===== config.mk =====
export PLATFORM = sky130hd
export DESIGN_NAME = spdif_frame_tx_flat
export DESIGN_NICKNAME = d
export VERILOG_FILES = /design/src/rtl/spdif_frame_tx_if.sv /design/src/rtl/spdif_frame_tx.sv /design/src/flat_wrapper.sv
export SDC_FILE = /design/constraint.sdc
export NUM_CORES = 1
export LEC_CHECK = 0
export CORE_AREA = 2 2 110 133
export DETAILED_ROUTE_END_ITERATION = 10
export DIE_AREA = 0 0 112 135
export GPL_ROUTABILITY_DRIVEN = 0
export PLACE_DENSITY = 0.79
export SYNTH_ARGS = -nofsm -noshare
export SYNTH_HDL_FRONTEND = slang
export SYNTH_SLANG_ARGS = --single-unit

===== constraint.sdc =====
create_clock -name iClk -period 3.2 [get_ports iClk]
set_input_delay 0.96 -clock iClk [delete_from_list [all_inputs] [get_ports iClk]]
set_output_delay 0.96 -clock iClk [all_outputs]
set_load 0.005 [all_outputs]

===== src/rtl/spdif_frame_tx_if.sv =====
// Sample-pair handshake bundle for the S/PDIF frame transmitter.
// master = sample source, slave = transmitter.
interface spdif_frame_tx_if #(
    parameter int SAMPLE_W = 24
);
    logic                s_valid;
    logic                s_ready;
    logic [SAMPLE_W-1:0] s_left;
    logic [SAMPLE_W-1:0] s_right;

    modport master (output s_valid, s_left, s_right, input s_ready);
    modport slave  (input s_valid, s_left, s_right, output s_ready);
endinterface


===== src/rtl/spdif_frame_tx.sv =====
// IEC 60958 consumer transmitter: builds 192-frame blocks from PCM pairs
// and biphase-mark encodes them onto spdif_o, one UI per CLK_DIV clocks.
module spdif_frame_tx #(
    parameter int SAMPLE_W = 24,
    parameter int CLK_DIV  = 2
) (
    input  logic               iClk,
    input  logic               rst_n,
    input  logic               en,
    spdif_frame_tx_if.slave    s,
    input  logic [39:0]        cs_bits,
    output logic               spdif_o,
    output logic               frame_start,
    output logic               block_start,
    output logic               underrun
);
    localparam int DW = (CLK_DIV > 1) ? $clog2(CLK_DIV) : 1;
    localparam logic [DW-1:0] DIV_LAST = DW'(CLK_DIV - 1);

    typedef enum logic {IDLE, TX} state_t;

    state_t              state;
    logic [DW-1:0]       div;
    logic [6:0]          ui;      // bit 6 selects subframe B
    logic [7:0]          frame;
    logic                hold_full;
    logic [SAMPLE_W-1:0] hold_l, hold_r;
    logic [23:0]         aud_a, aud_b;
    logic                v_bit;
    logic                pre_lvl;

    logic        load, xfer, c_bit, data_bit, pre_ref, nxt;
    logic [4:0]  slot;
    logic [7:0]  pre_pat;
    logic [23:0] aud;
    logic [31:0] word;

    assign s.s_ready = !hold_full;
    assign xfer      = s.s_valid && !hold_full;
    assign load      = (state == TX) && en && (div == '0) && (ui == '0);

    assign slot    = ui[5:1];
    assign pre_pat = ui[6] ? 8'b11100100 : ((frame == 8'd0) ? 8'b11101000 : 8'b11100010);
    assign c_bit   = (frame < 8'd40) ? cs_bits[frame[5:0]] : 1'b0;
    assign aud     = ui[6] ? aud_b : aud_a;
    // Slots 4..31 as bits 0..27; top nibble pads the index range of slots 0..3.
    assign word     = {4'b0, ^{c_bit, v_bit, aud}, c_bit, 1'b0, v_bit, aud};
    assign data_bit = word[slot - 5'd4];
    assign pre_ref  = (ui[5:0] == 6'd0) ? spdif_o : pre_lvl;

    always_comb begin
        nxt = spdif_o;
        if (ui[5:0] < 6'd8)
            nxt = pre_pat[~ui[2:0]] ^ pre_ref;
        else if (!ui[0])
            nxt = ~spdif_o;
        else
            nxt = spdif_o ^ data_bit;
    end

    always_ff @(posedge iClk or negedge rst_n) begin
        if (!rst_n) begin
            state       <= IDLE;
            div         <= '0;
            ui          <= '0;
            frame       <= '0;
            spdif_o     <= 1'b0;
            frame_start <= 1'b0;
            block_start <= 1'b0;
            underrun    <= 1'b0;
            hold_full   <= 1'b0;
            hold_l      <= '0;
            hold_r      <= '0;
            aud_a       <= '0;
            aud_b       <= '0;
            v_bit       <= 1'b0;
            pre_lvl     <= 1'b0;
        end else begin
            frame_start <= load;
            block_start <= load && (frame == 8'd0);
            underrun    <= load && !hold_full;
            if (load) begin
                if (hold_full) begin
                    aud_a <= 24'(hold_l) << (24 - SAMPLE_W);
                    aud_b <= 24'(hold_r) << (24 - SAMPLE_W);
                    v_bit <= 1'b0;
                end else begin
                    aud_a <= '0;
                    aud_b <= '0;
                    v_bit <= 1'b1;
                end
            end
            // No bypass: a pair taken on the load edge waits for the next frame.
            if (load && hold_full) begin
                hold_full <= 1'b0;
            end else if (xfer) begin
                hold_full <= 1'b1;
                hold_l    <= s.s_left;
                hold_r    <= s.s_right;
            end
            case (state)
                IDLE: begin
                    spdif_o <= 1'b0;
                    if (en) begin
                        state <= TX;
                        div   <= '0;
                        ui    <= '0;
                        frame <= '0;
                    end
                end
                TX: begin
                    if (!en) begin
                        state   <= IDLE;
                        spdif_o <= 1'b0;
                        div     <= '0;
                        ui      <= '0;
                        frame   <= '0;
                    end else begin
                        if (div == '0) begin
                            spdif_o <= nxt;
                            if (ui[5:0] == 6'd0) pre_lvl <= spdif_o;
                        end
                        if (div == DIV_LAST) begin
                            div <= '0;
                            ui  <= ui + 7'd1;
                            if (ui == 7'd127)
                                frame <= (frame == 8'd191) ? 8'd0 : frame + 8'd1;
                        end else begin
                            div <= div + DW'(1);
                        end
                    end
                end
                default: state <= IDLE;
            endcase
        end
    end
endmodule


===== src/flat_wrapper.sv =====
// flat-port wrapper written by rule: the top's interface ports become plain ports
module spdif_frame_tx_flat 
#(
    parameter int SAMPLE_W = 24,
    parameter int CLK_DIV  = 2
)
  (iClk, rst_n, en, cs_bits, spdif_o, frame_start, block_start, underrun, s_s_valid, s_s_left, s_s_right, s_s_ready);
  spdif_frame_tx_if #(.SAMPLE_W(SAMPLE_W)) s_i ();
  input  logic iClk;
  input  logic rst_n;
  input  logic en;
  input  logic [39:0] cs_bits;
  output logic spdif_o;
  output logic frame_start;
  output logic block_start;
  output logic underrun;
  input wire logic [$bits(s_i.s_valid)-1:0] s_s_valid;
  input wire logic [$bits(s_i.s_left)-1:0] s_s_left;
  input wire logic [$bits(s_i.s_right)-1:0] s_s_right;
  output wire logic [$bits(s_i.s_ready)-1:0] s_s_ready;
  assign s_i.s_valid = s_s_valid;
  assign s_i.s_left = s_s_left;
  assign s_i.s_right = s_s_right;
  assign s_s_ready = s_i.s_ready;
  spdif_frame_tx #(.SAMPLE_W(SAMPLE_W), .CLK_DIV(CLK_DIV)) u_core (.iClk(iClk), .rst_n(rst_n), .en(en), .s(s_i), .cs_bits(cs_bits), .spdif_o(spdif_o), .frame_start(frame_start), .block_start(block_start), .underrun(underrun));
endmodule

Word level (Yosys, flattened, before mapping)

Index checks and enable logic that the tools add are counted.

Register bits: 120
Input bits: 92
Output and inout bits: 5
Word-level logic and storage cells: 90

Add/subtract/negate cells: 4
$lt $le $gt $ge: 5
Equal/unequal tests: 6
Multiplexer cells: 36
Bitwise logic cells: 7
Reduce and logical (&&, ||, !) cells: 17

Operators with widths:

| cell                                                | count |
|---|---|
| two-way mux 24 bit                                  | 3 |
| two-way mux 8 bit                                   | 6 |
| parity 26 bit                                       | 1 |
| two-way mux 7 bit                                   | 3 |
| two-way mux 1 bit                                   | 16 |
| case mux 8 bit (2 select lines)                     | 1 |
| case mux 7 bit (2 select lines)                     | 1 |
| != test 3 bit (second input constant)               | 3 |
| adder 8 x 1 -> 8 bit (second input constant)        | 1 |
| == test 8 bit (second input constant)               | 1 |
| logical NOT 8 bit                                   | 1 |
| < comparator 8 x 6 -> 1 bit (second input constant) | 1 |
| adder 7 x 1 -> 7 bit (second input constant)        | 1 |
| == test 7 bit (second input constant)               | 1 |
| logical AND 1 bit                                   | 7 |
| logical NOT 7 bit                                   | 1 |
| < comparator 6 x 7 -> 1 bit (second input constant) | 1 |
| binary-select mux 1 bit (select 6 bit)              | 1 |
| logical NOT 6 bit                                   | 1 |
| < comparator 5 x 6 -> 1 bit (second input constant) | 1 |
| < comparator 6 x 4 -> 1 bit (second input constant) | 1 |
| AND reduction 3 bit                                 | 2 |
| binary-select mux 1 bit (select 5 bit)              | 1 |
| subtractor 5 x 3 -> 5 bit (second input constant)   | 1 |
| other kinds (12)                                    | 18 |

Logic depth before layout (Yosys ltp)

Word-level depth: 12
Gate-level depth with buffers: 13
Gate-level depth less buffers: 11

Worst setup path before layout

OpenSTA, ideal clock, no wires.

Path kind: input -> register
Start: input cs_bits[13]
End: register u_core.spdif_o
Library setup time: 0.124 ns
Arrival time: 2.866 ns
Required time: 3.076 ns
Path slack: 0.209 ns
Stages: 10
Buffers on the path: 0
Cell sequence: mux4_1 > mux4_2 > o21ai_1 > a21oi_1 > a41oi_2 > and3_1 > o21ai_1 > a21oi_2 > mux2i_1 > a21oi_1

Cells in the longest elaborated chain, start to end: 12

Ends and longest elaborated chain:

| element                                   | RTL line              | source |
|---|---|---|
| start, declared                           | flat_wrapper.sv:12    | `input logic [39:0] cs_bits;` |
| binary-select mux 1 bit (select 6 bit) *  | spdif_frame_tx.sv:44  | `assign c_bit = (frame < 8'd40) ? cs_bits[frame[5:0]] : 1'b0;` |
| two-way mux 1 bit (not written as such) * | spdif_frame_tx.sv:44  |  |
| two-way mux 1 bit *                       | spdif_frame_tx.sv:44  |  |
| parity 26 bit                             | spdif_frame_tx.sv:47  | `assign word = {4'b0, ^{c_bit, v_bit, aud}, c_bit, 1'b0, v_bit, aud};` |
| binary-select mux 1 bit (select 5 bit) *  | spdif_frame_tx.sv:48  | `assign data_bit = word[slot - 5'd4];` |
| two-way mux 1 bit (not written as such) * | spdif_frame_tx.sv:48  |  |
| XOR 1 bit *                               | spdif_frame_tx.sv:58  | `nxt = spdif_o ^ data_bit;` |
| two-way mux 1 bit *                       | spdif_frame_tx.sv:55  | `else if (!ui[0])` |
| two-way mux 1 bit *                       | spdif_frame_tx.sv:53  | `if (ui[5:0] < 6'd8)` |
| two-way mux 1 bit *                       | spdif_frame_tx.sv:119 | `if (div == '0) begin` |
| two-way mux 1 bit *                       | spdif_frame_tx.sv:112 | `if (!en) begin` |
| case mux 1 bit (2 select lines) *         | spdif_frame_tx.sv:101 | `case (state)` |
| end signal, assigned                      | spdif_frame_tx.sv:120 | `spdif_o <= nxt;` |
| end, declared                             | spdif_frame_tx.sv:12  | `output logic spdif_o,` |

Every way passes the cells marked *; elsewhere a longest branch is shown, timed or not. The select of a mux whose other input is x is not followed.
A chain may end at the register's enable or synchronous reset.

Final worst setup path

Start: input cs_bits[28]
End: register u_core.spdif_o

The elaborated chain is that of the path after synthesis.

==> impl_metrics.csv <==
group,metric,value,unit
power_and_ir_drop,comb_power_share,0.343,
cts,clk_transition_reported_paths,0.06,ns
synth,synth_area_per_cell,11.16,um2
global_route,antenna_found_initial,0,
timing,rsz0062_at_grt,"no",
setup_path,crit_chain,"clkdlybuf4s50_1 > mux4_2 > mux4_2 > clkinv_2 > a21oi_2 > a41oi_2 > and3_1 > o21ai_2 > a21oi_2 > mux2i_1 > a21oi_1",
timing,worstMarginPinSlew,0.7628,ns
setup_path,slowest_delay,0.50,ns
global_route,use_met3,0.04623,
global_route,grt.busiest_layer,"met2",
setup_path,crit_path_end_kind,"register",
setup_path,start_kind,"primary input",
synth,synth_seq_cells,120,
cts,clk_latency,0.41,ns
detailed_routing,wirelength,14060,um
synth,synth_cells,558,
synth,yosysTopAreaCell,"dfrtp_1",
global_route,grt_pass1_wl,24000,um
global_route,grt_pass1_vias,4914,
global_route,grtUsageTotal,0.1976,
place,io_buffers,96,
final_layout,stdcell_count,835,
final_layout,post-route-util,0.5788,
global_route,grt.met1_usage,0.2244,
floorplanning,die_h,135,um
setup_path,ff2ff_setup_slack,0.29,ns
status,status,"finished, final reports clean",
timing,hold_viol_final,0,
final_layout,fin_nets,749,
timing,fin_crit_sh,0.9653,
timing,hold_ws,0.5011,ns
power_and_ir_drop,cellPowerDensity,865.2,nW/um2
place,hpwl,9864,um
detailed_routing,vias_per_cell,5.467,
run,cap_viol_max_count,0,
setup_path,cp.arrival,3.39,ns
detailed_routing,detail_route.first_pass.iterations,5,
final_layout,final_cell_mix,"dfrtp_1 (120), nand2_1 (114), clkdlybuf4s50_1 (79), nand3_1 (51), mux2_2 (50)",
synth,synthDistinctLibCells,44,
synth,netlist_area,6227,um2
floorplanning,core_region_area,13760,um2
power_and_ir_drop,p_leak,3.658,nW
setup_path,cp.required,3.50,ns
place,placed_cells,803,
detailed_routing,wire_per_inst,16.84,um
final_layout,antennaDiodeCount,0,
synth,yosys.area.top_type_share,0.4822,
power_and_ir_drop,swShare,0.3264,
cts,cts_root_buffer,"clkbuf_16",
floorplanning,boundaryPins,97,
detailed_routing,antenna_left,0,
setup_path,crit_type,"primary input to register",
setup_path,cp_top_family,"multiplexers",
cts,htreeDepth,4,
floorplanning,die_width,112,um
detailed_routing,drcViolationCount,0,
timing,period_needed,3.089,ns
power_and_ir_drop,pwr-share-seq,0.383,
detailed_routing,drt_first_iter_violations,270,
global_route,grt-ovfl-total,0,
cts,cts_buffers,17,
floorplanning,initial_utilization,0.4525,
final_layout,layout-drive-gt1-share,0.2033,
cts,post_cts_buffers,0,
setup_path,path_buf_inv,2,
final_layout,final_cell_area,7965,um2
power_and_ir_drop,ir_worst_vdd,0.0005644,V
floorplanning,dieArea,15120,um2
power_and_ir_drop,clockPowerShare,0.274,
setup_path,crit_fanout,3,
synth,yosysSeqAreaShare,0.4822,
detailed_routing,vias,4565,
timing,max_freq,323.7,MHz
timing,slew_headroom,0.4915,
synth,synth_warnings,0,
timing,skew,0.008533,ns
floorplanning,fp-row-count,47,
setup_path,crit_slowest_cell,"mux4_2",
power_and_ir_drop,intPower,4.642,mW
timing,drv_slew,0,
power_and_ir_drop,power_switching,2.250,mW
final_layout,syn_to_final_growth,27.91,%
worst_hold_path,hp-class,"register to register",
global_route,grtUsageMet2,0.3684,
synth,synth_area_leaders,"dfrtp_1 (48%), mux2_2 (9.0%), mux4_2 (7.2%), nand2_1 (6.9%), nand3_1 (4.1%)",
place,placed_cell_area,7346,um2
cts,ctsHoldBuffers,0,
cts,cts.sinks,120,
cts,cts_tree,"done",
global_route,grt_max_degree,60,
cts,cts_max_path_buffers,2,
final_layout,layout_commonest_cell,"dfrtp_1",
synth,syn-num-nets,656,
timing,setup_viol,0,
## metrics by stage
step	setup slack [ns]	TNS, ns	power, mW
2_1_floorplan	0.2091	0	4.334
6_report	0.1109	0	6.891
4_1_cts	0.0002098	0	6.934
5_1_grt	0.02872	0	7.318
3_5_place_dp	-0.4794	-0.4794	5.000
3_3_place_gp	-0.3928	-0.3928	4.875
## cells in the mapped netlist, drive strengths merged
| cell | n |
|---|---|
| and3b | 1 |
| a21oi | 12 |
| a21o | 3 |
| nand2 | 114 |
| inv | 10 |
| mux2 | 50 |
| nand3 | 51 |
| clkdlybuf4s15 | 1 |
| nor3b | 1 |
| ha | 6 |
| clkinv | 1 |
| and3 | 5 |
| a41oi | 1 |
| xor2 | 26 |
| dfrtp | 120 |
| clkbuf | 22 |
| nand4b | 1 |
| nand2b | 3 |
| nor2b | 1 |
| buf | 13 |
| xnor2 | 21 |
| a31o | 1 |
| or2 | 1 |
| a31oi | 2 |
| mux4 | 27 |
| nand4 | 3 |
| and2b | 1 |
| nor3 | 7 |
| o31ai | 1 |
| mux2i | 14 |
| o21ai | 19 |
| and4b | 1 |
| nor2 | 18 |
## tightest hold or removal path, stage by stage, from the launching register on
cell	delay, ns
dfrtp_1	0.34
nand3_1	0.07
nand2_1	0.06
## final timing paths
kind,start,cells after the start,endpoint
worst max-delay path,cs_bits[28],11,u_core.spdif_o
worst min-delay path,u_core.hold_r[1],2,u_core.aud_b[1]
worst max register to register,u_core.frame[1],10,u_core.spdif_o
worst min register to register,u_core.hold_r[1],2,u_core.aud_b[1]
max in group asynchronous,rst_n,2,u_core.aud_a[9]
min in group asynchronous,rst_n,1,u_core.hold_r[7]
## timing repair
action,CTS,global route
pin swaps,2,5
resized for setup,1,23
hold endpoints to repair,0,0
endpoints found under the setup margin,1,1
cloned,0,0
## logic make-up after synthesis
| family | count (synthesis) | synth area share |
|---|---|---|
| simple gates | 208 | 0.1465 |
| flops | 120 | 0.4822 |
| mux | 91 | 0.2148 |
| xor+xnor | 47 | 0.06852 |
| buf+inv | 47 | 0.03958 |
| compound gates | 39 | 0.03637 |
| fa+ha+maj | 6 | 0.01206 |
## area by class of cell
| type | count | area [um2] |
|---|---|---|
| repair buffers | 110 | 1141 |
| inverters | 11 | 42.54 |
| fillers | 1143 | 5796 |
| flip-flops and latches | 120 | 3003 |
| well taps | 171 | 214.0 |
| multi-input cells | 391 | 2978 |
| clock buffers | 18 | 429.2 |
| clock inverters | 14 | 157.7 |
## state kept, by name, summed over array words and instances (netlist names), 7 cells and up
signal         count
u_core.aud_a      24
u_core.frame       8
u_core.hold_l     24
u_core.aud_b      24
u_core.hold_r     24
u_core.ui          7
## metal layers
metal,routed length (um),share of wire
met1,5375,0.38
met5,0,0
met2,7717,0.55
met4,213,0.015
met3,753,0.054
## power by group through the flow
stage	clock network, mW	registers [mW]	logic [mW]
2_1_floorplan	0	2.47	1.86
3_3_place_gp	0	2.62	2.26
3_5_place_dp	0	2.66	2.34
4_1_cts	1.92	2.64	2.37
5_1_grt	1.98	2.73	2.62
6_report	1.89	2.64	2.36
(Power assumes the default switching activity.)
